## src/rtl/rom_download_sequencer.sv

```systemverilog
// Splits 16-bit loader words into two byte writes with a programmable idle gap,
// and tracks download completion, byte count, checksum and error flags.
module rom_download_sequencer #(
    parameter int ROM_SIZE  = 'h80000,
    parameter int DL_WR_GAP = 1
) (
    input  logic        clk,
    input  logic        reset,
    input  logic        ioctl_download,
    input  logic        ioctl_wr,
    input  logic [24:0] ioctl_addr,
    input  logic [15:0] ioctl_dout,
    output logic        ioctl_wait,
    output logic [24:0] dl_addr,
    output logic [7:0]  dl_data,
    output logic        dl_wr,
    output logic        rom_loaded,
    output logic [24:0] byte_count,
    output logic [15:0] checksum,
    output logic        overflow,
    output logic        drop_err
);

    localparam logic [2:0] S_IDLE  = 3'd0;
    localparam logic [2:0] S_LOW   = 3'd1;
    localparam logic [2:0] S_GAP_L = 3'd2;
    localparam logic [2:0] S_HIGH  = 3'd3;
    localparam logic [2:0] S_GAP_H = 3'd4;

    localparam logic [25:0] ROM_LIMIT = 26'(ROM_SIZE);
    localparam logic [3:0]  GAP       = 4'(DL_WR_GAP);

    logic [2:0]  state, state_nx;
    logic [3:0]  gap_cnt, gap_nx;
    logic [24:0] cap_addr;
    logic [15:0] cap_data;
    logic        dl_prev;
    logic        load_pending;

    logic        capture;
    logic        emit;
    logic        in_range;
    logic        wr_ok;
    logic [24:0] byte_addr;
    logic [7:0]  byte_data;
    logic        rise, fall, finish;

    // NOTE: every combinational output gets a default first so no path can infer a latch.
    always_comb begin
        state_nx  = state;
        gap_nx    = gap_cnt;
        capture   = 1'b0;
        emit      = 1'b0;
        byte_addr = cap_addr;
        byte_data = cap_data[7:0];
        case (state)
            S_IDLE: begin
                if (ioctl_wr && ioctl_download) begin
                    capture   = 1'b1;
                    emit      = 1'b1;
                    state_nx  = S_LOW;
                    byte_addr = ioctl_addr & ~25'h1;
                    byte_data = ioctl_dout[7:0];
                end
            end
            S_LOW: begin
                if (GAP == 4'd0) begin
                    state_nx = S_HIGH;
                    emit     = 1'b1;
                end else begin
                    state_nx = S_GAP_L;
                    gap_nx   = GAP - 4'd1;
                end
            end
            S_GAP_L: begin
                if (gap_cnt == 4'd0) begin
                    state_nx = S_HIGH;
                    emit     = 1'b1;
                end else begin
                    gap_nx = gap_cnt - 4'd1;
                end
            end
            S_HIGH: begin
                if (GAP == 4'd0) begin
                    state_nx = S_IDLE;
                end else begin
                    state_nx = S_GAP_H;
                    gap_nx   = GAP - 4'd1;
                end
            end
            S_GAP_H: begin
                if (gap_cnt == 4'd0) state_nx = S_IDLE;
                else                 gap_nx   = gap_cnt - 4'd1;
            end
            default: state_nx = S_IDLE;
        endcase
        // Outputs are registered, so the byte is chosen from the state being entered.
        if (state_nx == S_HIGH) begin
            byte_addr = cap_addr | 25'h1;
            byte_data = cap_data[15:8];
        end
    end

    assign in_range = ({1'b0, byte_addr} < ROM_LIMIT);
    assign wr_ok    = emit && in_range;
    assign rise     = ioctl_download && !dl_prev;
    assign fall     = !ioctl_download && dl_prev;
    assign finish   = (load_pending || fall) && (state == S_IDLE);

    // NOTE: the word holding registers carry no reset; they are only read after a capture.
    always_ff @(posedge clk) begin
        if (capture) begin
            cap_addr <= ioctl_addr & ~25'h1;
            cap_data <= ioctl_dout;
        end
    end

    // NOTE: sequential state uses non-blocking assignments so all registers update together.
    always_ff @(posedge clk) begin
        if (reset) begin
            state        <= S_IDLE;
            gap_cnt      <= 4'd0;
            dl_prev      <= 1'b0;
            load_pending <= 1'b0;
            ioctl_wait   <= 1'b0;
            dl_wr        <= 1'b0;
            dl_addr      <= 25'd0;
            dl_data      <= 8'd0;
            rom_loaded   <= 1'b0;
            byte_count   <= 25'd0;
            checksum     <= 16'd0;
            overflow     <= 1'b0;
            drop_err     <= 1'b0;
        end else begin
            state      <= state_nx;
            gap_cnt    <= gap_nx;
            dl_prev    <= ioctl_download;
            ioctl_wait <= (state_nx != S_IDLE);
            dl_wr      <= wr_ok;
            if (emit) begin
                dl_addr <= byte_addr;
                dl_data <= byte_data;
            end

            // A new download restarts statistics, but a byte emitted now still counts.
            if (rise) begin
                byte_count <= 25'(wr_ok);
                checksum   <= wr_ok ? {8'd0, byte_data} : 16'd0;
                overflow   <= emit && !in_range;
                drop_err   <= ioctl_wr && (state != S_IDLE);
            end else begin
                byte_count <= byte_count + 25'(wr_ok);
                checksum   <= checksum + (wr_ok ? {8'd0, byte_data} : 16'd0);
                overflow   <= overflow || (emit && !in_range);
                drop_err   <= drop_err || (ioctl_wr && (state != S_IDLE));
            end

            if (rise) begin
                rom_loaded   <= 1'b0;
                load_pending <= 1'b0;
            end else if (finish) begin
                rom_loaded   <= 1'b1;
                load_pending <= 1'b0;
            end else if (fall) begin
                load_pending <= 1'b1;
            end
        end
    end

endmodule

```

## config.mk

```make
export PLATFORM = sky130hd
export DESIGN_NAME = rom_download_sequencer
export DESIGN_NICKNAME = d
export VERILOG_FILES = /design/src/rtl/rom_download_sequencer.sv
export SDC_FILE = /design/constraint.sdc
export NUM_CORES = 1
export LEC_CHECK = 0
export CORE_MARGIN = 2
export CORE_UTILIZATION = 48
export CTS_BUF_LIST = sky130_fd_sc_hd__clkbuf_2 sky130_fd_sc_hd__clkbuf_4 sky130_fd_sc_hd__clkbuf_8
export DETAILED_ROUTE_END_ITERATION = 8
export PLACE_DENSITY = 0.77
export SLEW_MARGIN = 20
export SYNTH_ARGS = -nofsm -noshare
export SYNTH_HDL_FRONTEND = slang
export SYNTH_SLANG_ARGS = --single-unit
export TNS_END_PERCENT = 50
```

## constraint.sdc

```tcl
create_clock -name clk -period 4.7 [get_ports clk]
set_input_delay 0.705 -clock clk [delete_from_list [all_inputs] [get_ports clk]]
set_output_delay 0.705 -clock clk [all_outputs]
set_load 0.05 [all_outputs]
```

**Word level (Yosys, flattened, before mapping)**

Cells that the tools add are included.
Widths: inputs -> output; s select.

- Bits in registers: 128
- Bits in latches: 0
- RAM bits: 0
- Memory bits (read-only): 0
- Input bits: 45
- Output and inout port bits: 79
- Word-level logic and storage cells: 70
- Memories kept: 0

- Add/subtract/negate cells: 3
- $mul: 0
- Divide/modulo/power cells: 0
- Magnitude comparators: 1
- Eq/ne operators: 6
- Shift-type cells: 0
- Muxes and demuxes: 21
- Bitwise gates (word level): 0
- Reductions and logical operators: 23

Operator list:

| kind | count |
|---|---|
| $mux 25 | 3 |
| $mux 8 | 4 |
| $add 25x1->25 | 1 |
| $lt 25x20->1 const B | 1 |
| $add 16x8->16 | 1 |
| $mux 16 | 1 |
| $pmux 3 s5 | 1 |
| $eq 3x2->1 const B | 3 |
| $mux 3 | 3 |
| $pmux 4 s2 | 1 |
| $logic_and 1x1->1 | 7 |
| $mux 1 | 6 |
| $reduce_bool 3->1 | 2 |
| $reduce_or 2->1 | 3 |
| $logic_not 4->1 | 1 |
| $mux 4 | 1 |
| $sub 4x1->4 const B | 1 |
| $eq 3x1->1 const B | 1 |
| $eq 3x3->1 const B | 1 |
| $logic_not 1->1 | 3 |
| $logic_not 3->1 | 1 |
| $logic_or 1x1->1 | 3 |
| $reduce_or 3->1 | 1 |
| $ne 2x2->1 const B | 1 |
| 3 further kinds | 3 |

**Longest topological paths before layout**

Gate-level depths: netlist of run 1.

- Word-level depth: 10
- Depth in mapped cells: 16
- Mapped depth without buffers: 15

**Worst setup path before layout of run 1**

No wires, ideal clock.

- Kind: register -> register
- Start point: register state[0]
- End point: register checksum[11]
- Setup time: 0.070 ns
- Arrival time: 3.494 ns
- Required time: 4.630 ns
- Path slack: 1.136 ns
- Stages on the path, launching flop included: 14
- Path buffers: 1
- Period minus slack after synthesis: 3.564 ns
- Path through: dfxtp_1 -> buf_4 -> nor3_1 -> nand3_1 -> inv_2 -> a21oi_1 -> a21o_1 -> nor2_1 -> ha_1 -> a21o_1 -> and4_1 -> nor4bb_1 -> o21ai_0 -> a21oi_1

- Word-level cells in the longest chain between the ends: 9
- Elaborated cells between the ends (all ways): 20
- Those cells by class: 1 x add/sub; 1 x order compare; 5 x eq/ne; 11 x mux; 2 x reduce/logical

RTL lines:

| element | RTL line | RTL |
|---|---|---|
| from (decl) | 33 | `logic [2:0] state, state_nx;` |
| from (signal assigned) | 135 | `state <= state_nx;` |
| $eq 3x3->1, or another cell as far along | 56 | `case (state)` |
| $pmux 3 s5 | 56 |  |
| $eq 3x2->1 | 98 | `if (state_nx == S_HIGH) begin` |
| $mux 25 | 98 |  |
| $lt 25x20->1 | 104 | `assign in_range = ({1'b0, byte_addr} < ROM_LIMIT);` |
| $logic_and 1x1->1 | 105 | `assign wr_ok = emit && in_range;` |
| $mux 8 (*) | 153 | `checksum <= checksum + (wr_ok ? {8'd0, byte_data} : 16'd0);` |
| $add 16x8->16 (*) | 153 |  |
| $mux 16 (*) | 146 | `if (rise) begin` |
| to (signal assigned) | 148 | `checksum <= wr_ok ? {8'd0, byte_data} : 16'd0;` |
| to (signal assigned) | 153 |  |
| to (decl) | 19 | `output logic [15:0] checksum,` |

Mark *: on every way between the ends. The rest lies on a longest branch, timed or not.
A chain may end at the register's enable or synchronous reset.

**Final worst setup path of run 1**

- Start point: register gap_cnt[0]
- End point: register checksum[14]

- Word-level cells in the longest chain between the ends: 10
- Elaborated cells between the ends (all ways): 14
- Those cells by class: 1 x add/sub; 1 x order compare; 1 x eq/ne; 9 x mux; 2 x reduce/logical

RTL lines:

| element | RTL line | RTL |
|---|---|---|
| from (decl) | 34 | `logic [3:0] gap_cnt, gap_nx;` |
| from (signal assigned) | 136 | `gap_cnt <= gap_nx;` |
| $logic_not 4->1 (*) | 76, 92 |  |
| $mux 3, on equally long branches | 92, 76 |  |
| $pmux 3 s5 | 56 |  |
| $eq 3x2->1 | 98 |  |
| $mux 25 | 98 |  |
| $lt 25x20->1 | 104 |  |
| $logic_and 1x1->1 | 105 |  |
| $mux 8 (*) | 153 |  |
| $add 16x8->16 (*) | 153 |  |
| $mux 16 (*) | 146 |  |

Marks and branches as above.

==> results of run 1 <==
layer usage:
metal / up-vias / GRT usage (%) / part of all wire, %
li1: 2220 / - / -
met4: 0 / 8.23 / 1.5
met3: 17 / 8.64 / 8.4
met2: 138 / 35.6 / 46
met5: - / 0 / 0
met1: 2110 / 27.5 / 44
kinds of logic after synthesis:
| family | after synthesis | synth area share, % |
|---|---|---|
| buf+inv | 38 | 3.20 |
| compound gates | 106 | 14.2 |
| mux | 1 | 0.186 |
| flops | 127 | 54.4 |
| fa+ha+maj | 12 | 2.92 |
| simple gates | 236 | 20.1 |
| xor+xnor | 31 | 5.03 |
Yosys cell counts (4+ instances only):
| master | n |
|---|---|
| dfxtp_1 | 88 |
| nand2_1 | 79 |
| nor2_1 | 77 |
| edfxtp_1 | 39 |
| a21oi_1 | 28 |
| xor2_1 | 26 |
| a311oi_1 | 24 |
| clkbuf_1 | 19 |
| nand3_1 | 19 |
| o21ai_0 | 12 |
| ha_1 | 11 |
| nor3_1 | 11 |
| inv_1 | 10 |
| nand4_1 | 10 |
| or3_1 | 7 |
| a21o_1 | 6 |
| o22ai_2 | 6 |
| a31oi_1 | 5 |
| nor2b_1 | 5 |
| o211ai_1 | 5 |
| xnor2_1 | 5 |
| a211oi_1 | 4 |
| and3_1 | 4 |
worst max-delay path, delay by kind of cell, from the launching register on:
kind	cells	cell delay, ns
AO/OA/AOI/OAI	3	0.66
adder cells (fa/ha/maj)	3	0.77
AND/OR/NAND/NOR	6	1.85
flip-flops	1	0.35
buffers and inverters	2	0.12
worst paths after layout:
check	end	slack, ns	startpoint	cells after the start
worst min register to register	rom_loaded	0.46	rom_loaded	2
worst max register to register	checksum[14]	0.87	gap_cnt[0]	14
worst min-delay path	rom_loaded	0.46	rom_loaded	2
worst max-delay path	checksum[14]	0.87	gap_cnt[0]	14
layout by cell type, fill, tap and decap left out, types with 11 or more instances in the layout:
master and count:
clkbuf_8 17, nand3_1 18, nor2_1 76, dfxtp_1 88, ha_1 11, xor2_1 26, a21oi_1 28, nand2_1 79
o21ai_0 12, nor3_1 11, a311oi_1 24, edfxtp_1 39, clkdlybuf4s50_1 121
through the flow:
| step | power [mW] | setup WS [ns] | area, µm² | utilization [%] |
|---|---|---|---|---|
| floorplan | 1.60 | 1.14 | 5390 | - |
| CTS | 2.83 | 0.865 | 7170 | 65.8 |
| detailed placement | 1.79 | 0.642 | 6730 | 61.8 |
| global route | 2.92 | 0.602 | 7170 | 65.8 |
| global placement | 1.78 | 0.742 | 6730 | 61.8 |
| finish | 2.80 | 0.868 | 7170 | 65.8 |
flip-flops by register name (all words and copies together), names as in the netlist, 3 cells and up:
name,flops
state,3
byte_count,25
checksum,16
cap_data,15
gap_cnt,4
dl_addr,25
cap_addr,24
dl_data,8
power breakdown:
group / internal [mW] / switching [mW]
combinational: 0.180 / 0.336
clock: 0.585 / 0.454
sequential: 1.21 / 0.0411
cell type report:
type | instances | area, µm²
Timing Repair Buffer | 129 | 1280
Tap cell | 140 | 175
Sequential cell | 127 | 2930
Clock inverter | 15 | 209
Multi-Input combinational cell | 386 | 2290
Clock buffer | 17 | 234
Inverter | 11 | 41.3
Fill cell | 877 | 3720
==> summary.md, run 1 <==
| Metric | Value |
|---|---|
| Status | finished clean |
| Initial Utilization | between 40% and 50% |
| NumNets Final | roughly 730 |
| Post-Syn Nets | approximately 610 |
| Pwr/cell area | 391 mW/mm² |
| Layout cell share with drive strength beyond 1 | 8.18% |
| Final hold slack | roughly 0.46 ns |
| WP data arrival | between 4 and 5 ns |
| TNS Setup | 0 ns |
| Cells taking the most area after synthesis | dfxtp_1, edfxtp_1, nand2_1 |
| Reg clk slew, reported paths | approximately 0.08 ns |
| CP Launch Type | register |
| Hold crit path type | reg2reg |
| Cell leakage power | about 2.6 nW |
| Setup CP Type | reg2reg |
| Area growth syn-to-layout | 32.9% |
| Die Y | between 100 and 150 µm |
| H-tree levels | 4 |
| Ordered cell list for the critical path | inv_1, ha_1, or3b_1, or2_4, o21a_1, nor2_1, ha_1, inv_1, fa_1, nor2b_1, o211ai_1, and3_1, or4_1, a21oi_1 |
| Final clock skew | 0.0107 ns |
| Synth Register Bits | between 100 and 150 |
| Post-synth top area share | about a third |
| Clock root buffer | clkbuf_8 |
| Critical Path End Type | register |
| Final Setup Violations | 0 |
| Clk buf depth | 2 |
| IO Count | between 100 and 150 |
| Inst Count DP | roughly 790 |
| Peak supply drop | 0.000337 V |
| Total gr overflow | 0 |
| DR vias/cell | ~5.4 |
| First-pass GRT wire length | between 20000 and 25000 µm |
| Crit path max fanout | 31 |
| RSZ-0062 raised after global routing | false |
| Ant diodes | 0 |
| Final period utilization | about four fifths |
| Final Max Tran Viols | 0 |
| Max Cap Viol | 0 |
| Sequential share of the synthesized area | between 50% and 60% |
| Synth Cell Area | 0.00539 mm² |
| # clock sinks | between 100 and 150 |
| Routability cong. | 0.848 |
| CP required | between 5 and 6 ns |
| Vias in the first global route | roughly 4300 |
| Total wire length | between 10000 and 15000 µm |
| Drt wl/cell | roughly 15 µm |
| Routed via count | ~4500 |
| Core Area | about 0.011 mm² |
| Die area | ~0.012 mm² |
| Worst Max-Slew Pin Slew | 0.921 ns |
| Detail Placement HPWL | approximately 8700 µm |
| # hold bufs at CTS | 0 |
| GR Util All Layers | 22.3% |
| Number of flops mapped to enable cells by yosys | 39 |
| Ys Warns | 0 |
| TritonCTS clock tree | done |
| Largest net degree at the start of global routing | 62 |
| Die width | 110 µm |
| Residual DRC count | 0 |
| Worst slew margin | roughly two fifths |
| Syn Area/Cell | 9.79 µm² |
| Max Clk Rate | 261 MHz |
| Post-route ant nets | 0 |
| Min Clock Period, post-route | roughly 3.8 ns |
| Yosys top cell by area | dfxtp_1 |
| Cts repair resizes | 0 |
| Max stage delay on crit path | 0.45 ns |
| Most used DFF post-synth | dfxtp_1 |
| Number of I/O port buffers | ~120 |
| Synth cell types | 57 |
| Initial DRT Pass Iterations | 5 |
| Async S/R FF share, synth | 0% |
| Final non-filler cell total | 825 |
| Num CTS Buffers | 17 |
| Site Rows | 38 |
| Cells after Synth | about 550 |
| Clk Latency, worst-skew pair | 0.45 ns |
| Antenna violations before repair | 0 |
| Crit-path slowest cell | or3b_1 |
| Fin. Hold Viols | 0 |
| DRT iter0 DRCs | roughly 300 |
| Setup Fix Bufs, Post-CTS | 0 |
Note: power is estimated with default switching activity, not from simulation.
==> run 2: changes to the inputs <==
--- a/config.mk
+++ b/config.mk
@@ -6,10 +6,10 @@
 export NUM_CORES = 1
 export LEC_CHECK = 0
 export CORE_MARGIN = 2
-export CORE_UTILIZATION = 48
+export CORE_UTILIZATION = 47
 export CTS_BUF_LIST = sky130_fd_sc_hd__clkbuf_2 sky130_fd_sc_hd__clkbuf_4 sky130_fd_sc_hd__clkbuf_8
 export DETAILED_ROUTE_END_ITERATION = 8
-export PLACE_DENSITY = 0.77
+export PLACE_DENSITY = 0.79
 export SLEW_MARGIN = 20
 export SYNTH_ARGS = -nofsm -noshare
 export SYNTH_HDL_FRONTEND = slang
==> constraint.sdc (replaced) <==
create_clock -name clk -period 3.1 [get_ports clk]
set_input_delay 0.465 -clock clk [delete_from_list [all_inputs] [get_ports clk]]
set_output_delay 0.465 -clock clk [all_outputs]
set_load 0.05 [all_outputs]
==> run 2 against run 1 <==
  * The run now ends with negative setup slack left
  * Largest cell class unchanged
  * Sequential power increased by 51%
  * Hold slack lost 0.21 ns
  * Power up 53%
  * Combinational power grew 91%
  * Sequential share of layout area decreased by 4.1 points
  * Clock skew is 0.00068 ns higher
  * Design area up 11%
  * Clock power rose by 36%
  * Via count increased by 11%
==> summary.md, run 2 (synthesis gave the netlist of run 1 again) <==
| Metric | Value |
|---|---|
| Status | finished, violations left |
| Failing checks | negative setup slack |
| Max Cap Viol | 0 |
| Largest net degree at the start of global routing | 45 |
| Buf/Inv on CP | 2 |
| Num CTS Buffers | 17 |
| Total gr overflow | 0 |
| CP required | approximately 3.5 ns |
| Final Max Tran Viols | 0 |
| Crit-path slowest cell | or4_4 |
| Die area | 0.0123 mm² |
| Clk buf depth | 2 |
| DR vias/cell | roughly 5.4 |
| Min Clock Period, post-route | around 3.3 ns |
| Ordered cell list for the critical path | inv_2, ha_4, or3b_4, or2_4, o21a_4, nor2_2, ha_2, inv_2, fa_2, nor2b_1, o211ai_1, and3_4, or4_4, a21oi_2 |
| Residual DRC count | 0 |
| Min-delay src | reset |
| Cell leakage power | 3.01 nW |
| Total wire length | 14700 µm |
| Die width | ~110 µm |
| H-tree levels | 4 |
| TritonCTS clock tree | done |
| Final clock skew | ~0.011 ns |
| Worst Hold Depth | 2 |
| Initial Utilization | 47.6% |
| Final Setup Violations | 7 |
| NumNets Final | between 800 and 900 |
| Layout cell share with drive strength beyond 1 | approximately 23% |
| Antenna violations before repair | 0 |
| Number of I/O port buffers | 122 |
| Max Clk Rate | approximately 300 MHz |
| Area growth syn-to-layout | 48.0% |
| Reg clk slew, reported paths | approximately 0.070 ns |
| Commonest non-fill, non-tap cell in the layout | clkdlybuf4s50_1 |
| Final WS setup | -0.183 ns |
| IO Count | approximately 120 |
| TNS Setup | -0.510 ns |
| DRT iter0 DRCs | between 300 and 400 |
| GR Util All Layers | 23.2% |
| Detail Placement HPWL | just over 10000 µm |
| Largest regs | byte_count (25), dl_addr (25), cap_addr (24) |
| Final period utilization | 106% |
| Vias in the first global route | slightly below 5000 |
| RSZ-0062 raised after global routing | true |
| Peak supply drop | about 0.00048 V |
| Final non-filler cell total | 913 |
| Hold crit path type | in2reg |
| Clock root buffer | clkbuf_8 |
| Die Y | about 110 µm |
| Ant diodes | 0 |
| Worst r2r src | gap_cnt[0] |
| Cells on worst reg2reg path | 14 |
| Site Rows | 39 |
| # clock sinks | ~130 |
| Crit path max fanout | 6 |
| Max stage delay on crit path | 0.42 ns |
| Worst slew margin | a little over three fifths |
| Inst Count DP | about 870 |
| Post-route ant nets | 0 |
| Routed via count | between 4000 and 5000 |
| Critical Path End Type | register |
| Reg2Reg Capture Point | checksum[14] |
| Most frequent cells in the layout | clkdlybuf4s50_1, dfxtp_1, buf_4 |
| Initial DRT Pass Iterations | 5 |
| Fin. Hold Viols | 0 |
| Setup CP Type | reg2reg |
| Crit path top cell by count | inv_2 |
| Core Area | between 0.01 and 0.015 mm² |
| Drt wl/cell | between 15 and 20 µm |
| Worst Max-Slew Pin Slew | about 0.55 ns |
| Clk Latency, worst-skew pair | approximately 0.44 ns |
| Cell family with most CP delay | simple AND/OR/NAND/NOR gates |
| R2r setup slk | -0.18 ns |
| First-pass GRT wire length | roughly 23000 µm |
| Dpl ws | -0.387 ns |
| WP data arrival | 3.65 ns |
| Pwr/cell area | between 500 and 600 mW/mm² |
| WHS Endpoint | load_pending |
| Routability cong. | between 0.8 and 0.9 |
| CP Launch Type | register |
-- run 2: layout make-up --
cell class | instances | area (µm²)
Clock buffer | 22 | 278
Tap cell | 143 | 179
Clock inverter | 10 | 115
Multi-Input combinational cell | 386 | 2480
Inverter | 11 | 67.6
Sequential cell | 127 | 2940
Fill cell | 848 | 3340
Timing Repair Buffer | 214 | 1930
-- run 2: metal layers --
layer	track usage, %	share of wire [%]
met3	7.71	7.1
met2	38.8	50
met5	0	0
met4	7.90	1.4
met1	28.3	42
-- run 2: worst max-delay path by stage --
stage / from / endpoint / cells past startpoint
global placement: ioctl_addr[22] / checksum[14] / 13
global route: gap_cnt[0] / checksum[14] / 16
detailed placement: ioctl_addr[23] / checksum[14] / 13
CTS: gap_cnt[0] / checksum[14] / 14
floorplan: gap_cnt[0] / checksum[14] / 15
finish: gap_cnt[0] / checksum[14] / 14
-- run 2: per-stage QoR --
stage | hold WS, ns | total power, mW | area, µm² | utilization [%]
2_1_floorplan | 0.488 | 2.45 | 5470 | -
3_3_place_gp | 0.446 | 2.82 | 7300 | 64.5
3_5_place_dp | 0.459 | 2.84 | 7300 | 64.5
4_1_cts | 0.211 | 4.27 | 7790 | 68.8
5_1_grt | 0.241 | 4.45 | 7980 | 70.5
6_report | 0.246 | 4.29 | 7980 | 70.5
-- run 2: power by group --
part           leakage [nW]  switching (mW)  internal, mW
registers              1.08          0.0609          1.83
clock network         0.198           0.643         0.768
logic                  1.73           0.572         0.412
total                  3.01            1.28          3.01
-- run 2: what timing repair did --
action | CTS | global route
hold buffers | 0 | 0
setup endpoints to repair | 8 | 20
pin swaps | 4 | 35
buffers inserted | 5 | 11
resized for setup | 11 | 27
==> run 3: changes to the inputs <==
--- a/config.mk
+++ b/config.mk
@@ -9,6 +9,7 @@
 export CORE_UTILIZATION = 47
 export CTS_BUF_LIST = sky130_fd_sc_hd__clkbuf_2 sky130_fd_sc_hd__clkbuf_4 sky130_fd_sc_hd__clkbuf_8
 export DETAILED_ROUTE_END_ITERATION = 8
+export GPL_TIMING_DRIVEN = 0
 export PLACE_DENSITY = 0.79
 export SLEW_MARGIN = 20
 export SYNTH_ARGS = -nofsm -noshare
==> run 3 against run 2 <==
  * Power up 3.2%
  * Register-to-register slack got worse by 0.04 ns
  * Maximum frequency fell by 1.3%
  * Final cell count is 2.6% lower
  * Largest power group unchanged
  * Clock-buffer cell count decreased by 1
  * Critical path type unchanged
  * Highest routed layer unchanged
  * The flow still finishes with violations (negative setup slack)
  * Clock skew shrank 0.0026 ns
==> summary.md, run 3 (synthesis gave the netlist of run 1 again) <==
| Metric | Value |
|---|---|
| Status | finished, violations left |
| Failing checks | negative setup slack |
| Initial DRT Pass Iterations | 5 |
| Worst r2r src | state[0] |
| Cell leakage power | between 2 and 3 nW |
| Reg clk slew, reported paths | 0.07 ns |
| Worst slew margin | between 50% and 60% |
| Overall power | ~4.4 mW |
| Cells on worst reg2reg path | 18 |
| Clk Latency, worst-skew pair | around 0.45 ns |
| Die width | roughly 110 µm |
| DRT iter0 DRCs | 400 |
| Pwr/cell area | 559 mW/mm² |
| First-pass GRT wire length | approximately 24000 µm |
| Area growth syn-to-layout | 46.6% |
| Worst Hold Depth | 2 |
| Site Rows | 39 |
| Antenna violations before repair | 0 |
| Total wire length | 15100 µm |
| Largest regs | byte_count (25), dl_addr (25), cap_addr (24) |
| WHS Endpoint | rom_loaded |
| Number of I/O port buffers | about 120 |
| Total gr overflow | 0 |
| Hold crit path type | reg2reg |
| Routability cong. | about 0.84 |
| Most frequent cells in the layout | clkdlybuf4s50_1, dfxtp_1, nand2_1 |
| CP Launch Type | register |
| Max Cap Viol | 0 |
| IO Count | ~120 |
| Vias in the first global route | between 4000 and 5000 |
| Setup CP Type | reg2reg |
| Reg2Reg Capture Point | checksum[13] |
| Max Clk Rate | approximately 300 MHz |
| Final WS setup | -0.228 ns |
| H-tree levels | 4 |
| CP required | roughly 3.4 ns |
| Die area | 0.0123 mm² |
| R2r setup slk | -0.23 ns |
| Initial Utilization | 47.6% |
| Min-delay src | rom_loaded |
| # clock sinks | about 130 |
| Final hold slack | approximately 0.45 ns |
| DR vias/cell | between 5 and 6 |
| Drt wl/cell | around 17 µm |
| Post-route ant nets | 0 |
| Commonest non-fill, non-tap cell in the layout | clkdlybuf4s50_1 |
| Crit path max fanout | 10 |
| Clk buf depth | 2 |
| Post-Route Utilization | between 60% and 70% |
| RSZ-0062 raised after global routing | true |
| Critical Path End Type | register |
| GR Util All Layers | between 20% and 30% |
| Clock root buffer | clkbuf_8 |
| Peak supply drop | just under 0.0005 V |
| Core Area | 0.0113 mm² |
| Num CTS Buffers | 17 |
| Residual DRC count | 0 |
| WP data arrival | roughly 3.6 ns |
| TritonCTS clock tree | done |
| Final period utilization | 107% |
| Final Max Tran Viols | 0 |
| Detail Placement HPWL | about 9600 µm |
| Routed via count | 4892 |
| Layout cell share with drive strength beyond 1 | between 15 and 20% |
| NumNets Final | slightly below 800 |
| Die Y | roughly 110 µm |
| Worst Max-Slew Pin Slew | approximately 0.67 ns |
| Fin. Hold Viols | 0 |
| Ant diodes | 0 |
| Min Clock Period, post-route | 3.33 ns |
| Largest net degree at the start of global routing | 25 |
| Final clock skew | around 0.0088 ns |
| Final Setup Violations | 10 |
[run 3: cell count changes in the layout (fill, tap and decap cells not counted), sizes merged]
cell and change:
buf -43, clkbuf +16, inv +3, bufinv +1, clkdlybuf4s50 +1, clkinv -1, clkinvlp -1
[run 3: worst max-delay path by stage]
stage	startpoint	endpoint	slack (ns)	depth (start not counted)
floorplan	gap_cnt[0]	checksum[14]	-0.01	15
global placement	ioctl_download	checksum[14]	-0.72	14
detailed placement	ioctl_download	checksum[15]	-0.86	12
CTS	gap_cnt[1]	checksum[14]	-0.23	15
global route	gap_cnt[1]	checksum[14]	-0.34	15
finish	state[0]	checksum[13]	-0.23	18
[run 3: power by group]
part / internal [mW] / switching (mW) / total (mW) / leakage [nW]
Clock: 0.931 / 0.663 / 1.59 / 0.224
Sequential: 1.83 / 0.0586 / 1.89 / 1.08
Combinational: 0.359 / 0.582 / 0.941 / 1.58
[run 3: critical path: stages, from the launching register on]
cell and delay [ns]:
dfxtp_1 0.32, buf_4 0.18, or3b_4 0.41, or2_4 0.29, buf_12 0.13, buf_8 0.13
nor2_4 0.08, a21o_1 0.15, nor2_4 0.06, ha_4 0.16, buf_4 0.13, buf_6 0.10
a21o_1 0.18, and4_4 0.19, nor4bb_4 0.25, buf_4 0.19, buf_6 0.10, or3_1 0.09
a21oi_1 0.05
[run 3: per-stage QoR]
step | cell area, µm² | std cells | setup TNS (ns) | setup WS [ns]
after detailed placement | 6870 | 816 | -16.57 | -0.860
after floorplan | 5470 | 551 | -0.0137 | -0.0137
after CTS | 7550 | 864 | -0.825 | -0.226
final | 7910 | 889 | -1.48 | -0.228
after global placement | 6870 | 816 | -14.56 | -0.716
after global routing | 7910 | 889 | -2.80 | -0.343
[run 3: layer usage]
metal / wire (µm) / share of wire, % / global-route usage [%]
met1: 6540 / 43 / 30.0
met2: 7340 / 49 / 39.7
met3: 965 / 6.4 / 7.49
met4: 284 / 1.9 / 6.67
met5: 0 / 0 / 0
[run 3: layout make-up]
class                           count  area, µm²
Buffer                             27        156
Sequential cell                   127       2940
Timing Repair Buffer              162       1560
Timing Repair inverter              1       8.76
Clock inverter                     11        161
Fill cell                         830       3410
Multi-Input combinational cell    386       2570
Tap cell                          143        179
Clock buffer                       21        277
Inverter                           11       57.6
[run 3: repair_timing]
item | 4_1_cts | 5_1_grt
setup endpoints to repair | 28 | 27
pin swaps | 14 | 26
resized for setup | 29 | 40
hold buffers | 0 | 0
setup buffers | 15 | 25
endpoints found under the hold margin | 0 | 0
gates cloned | 1 | 0
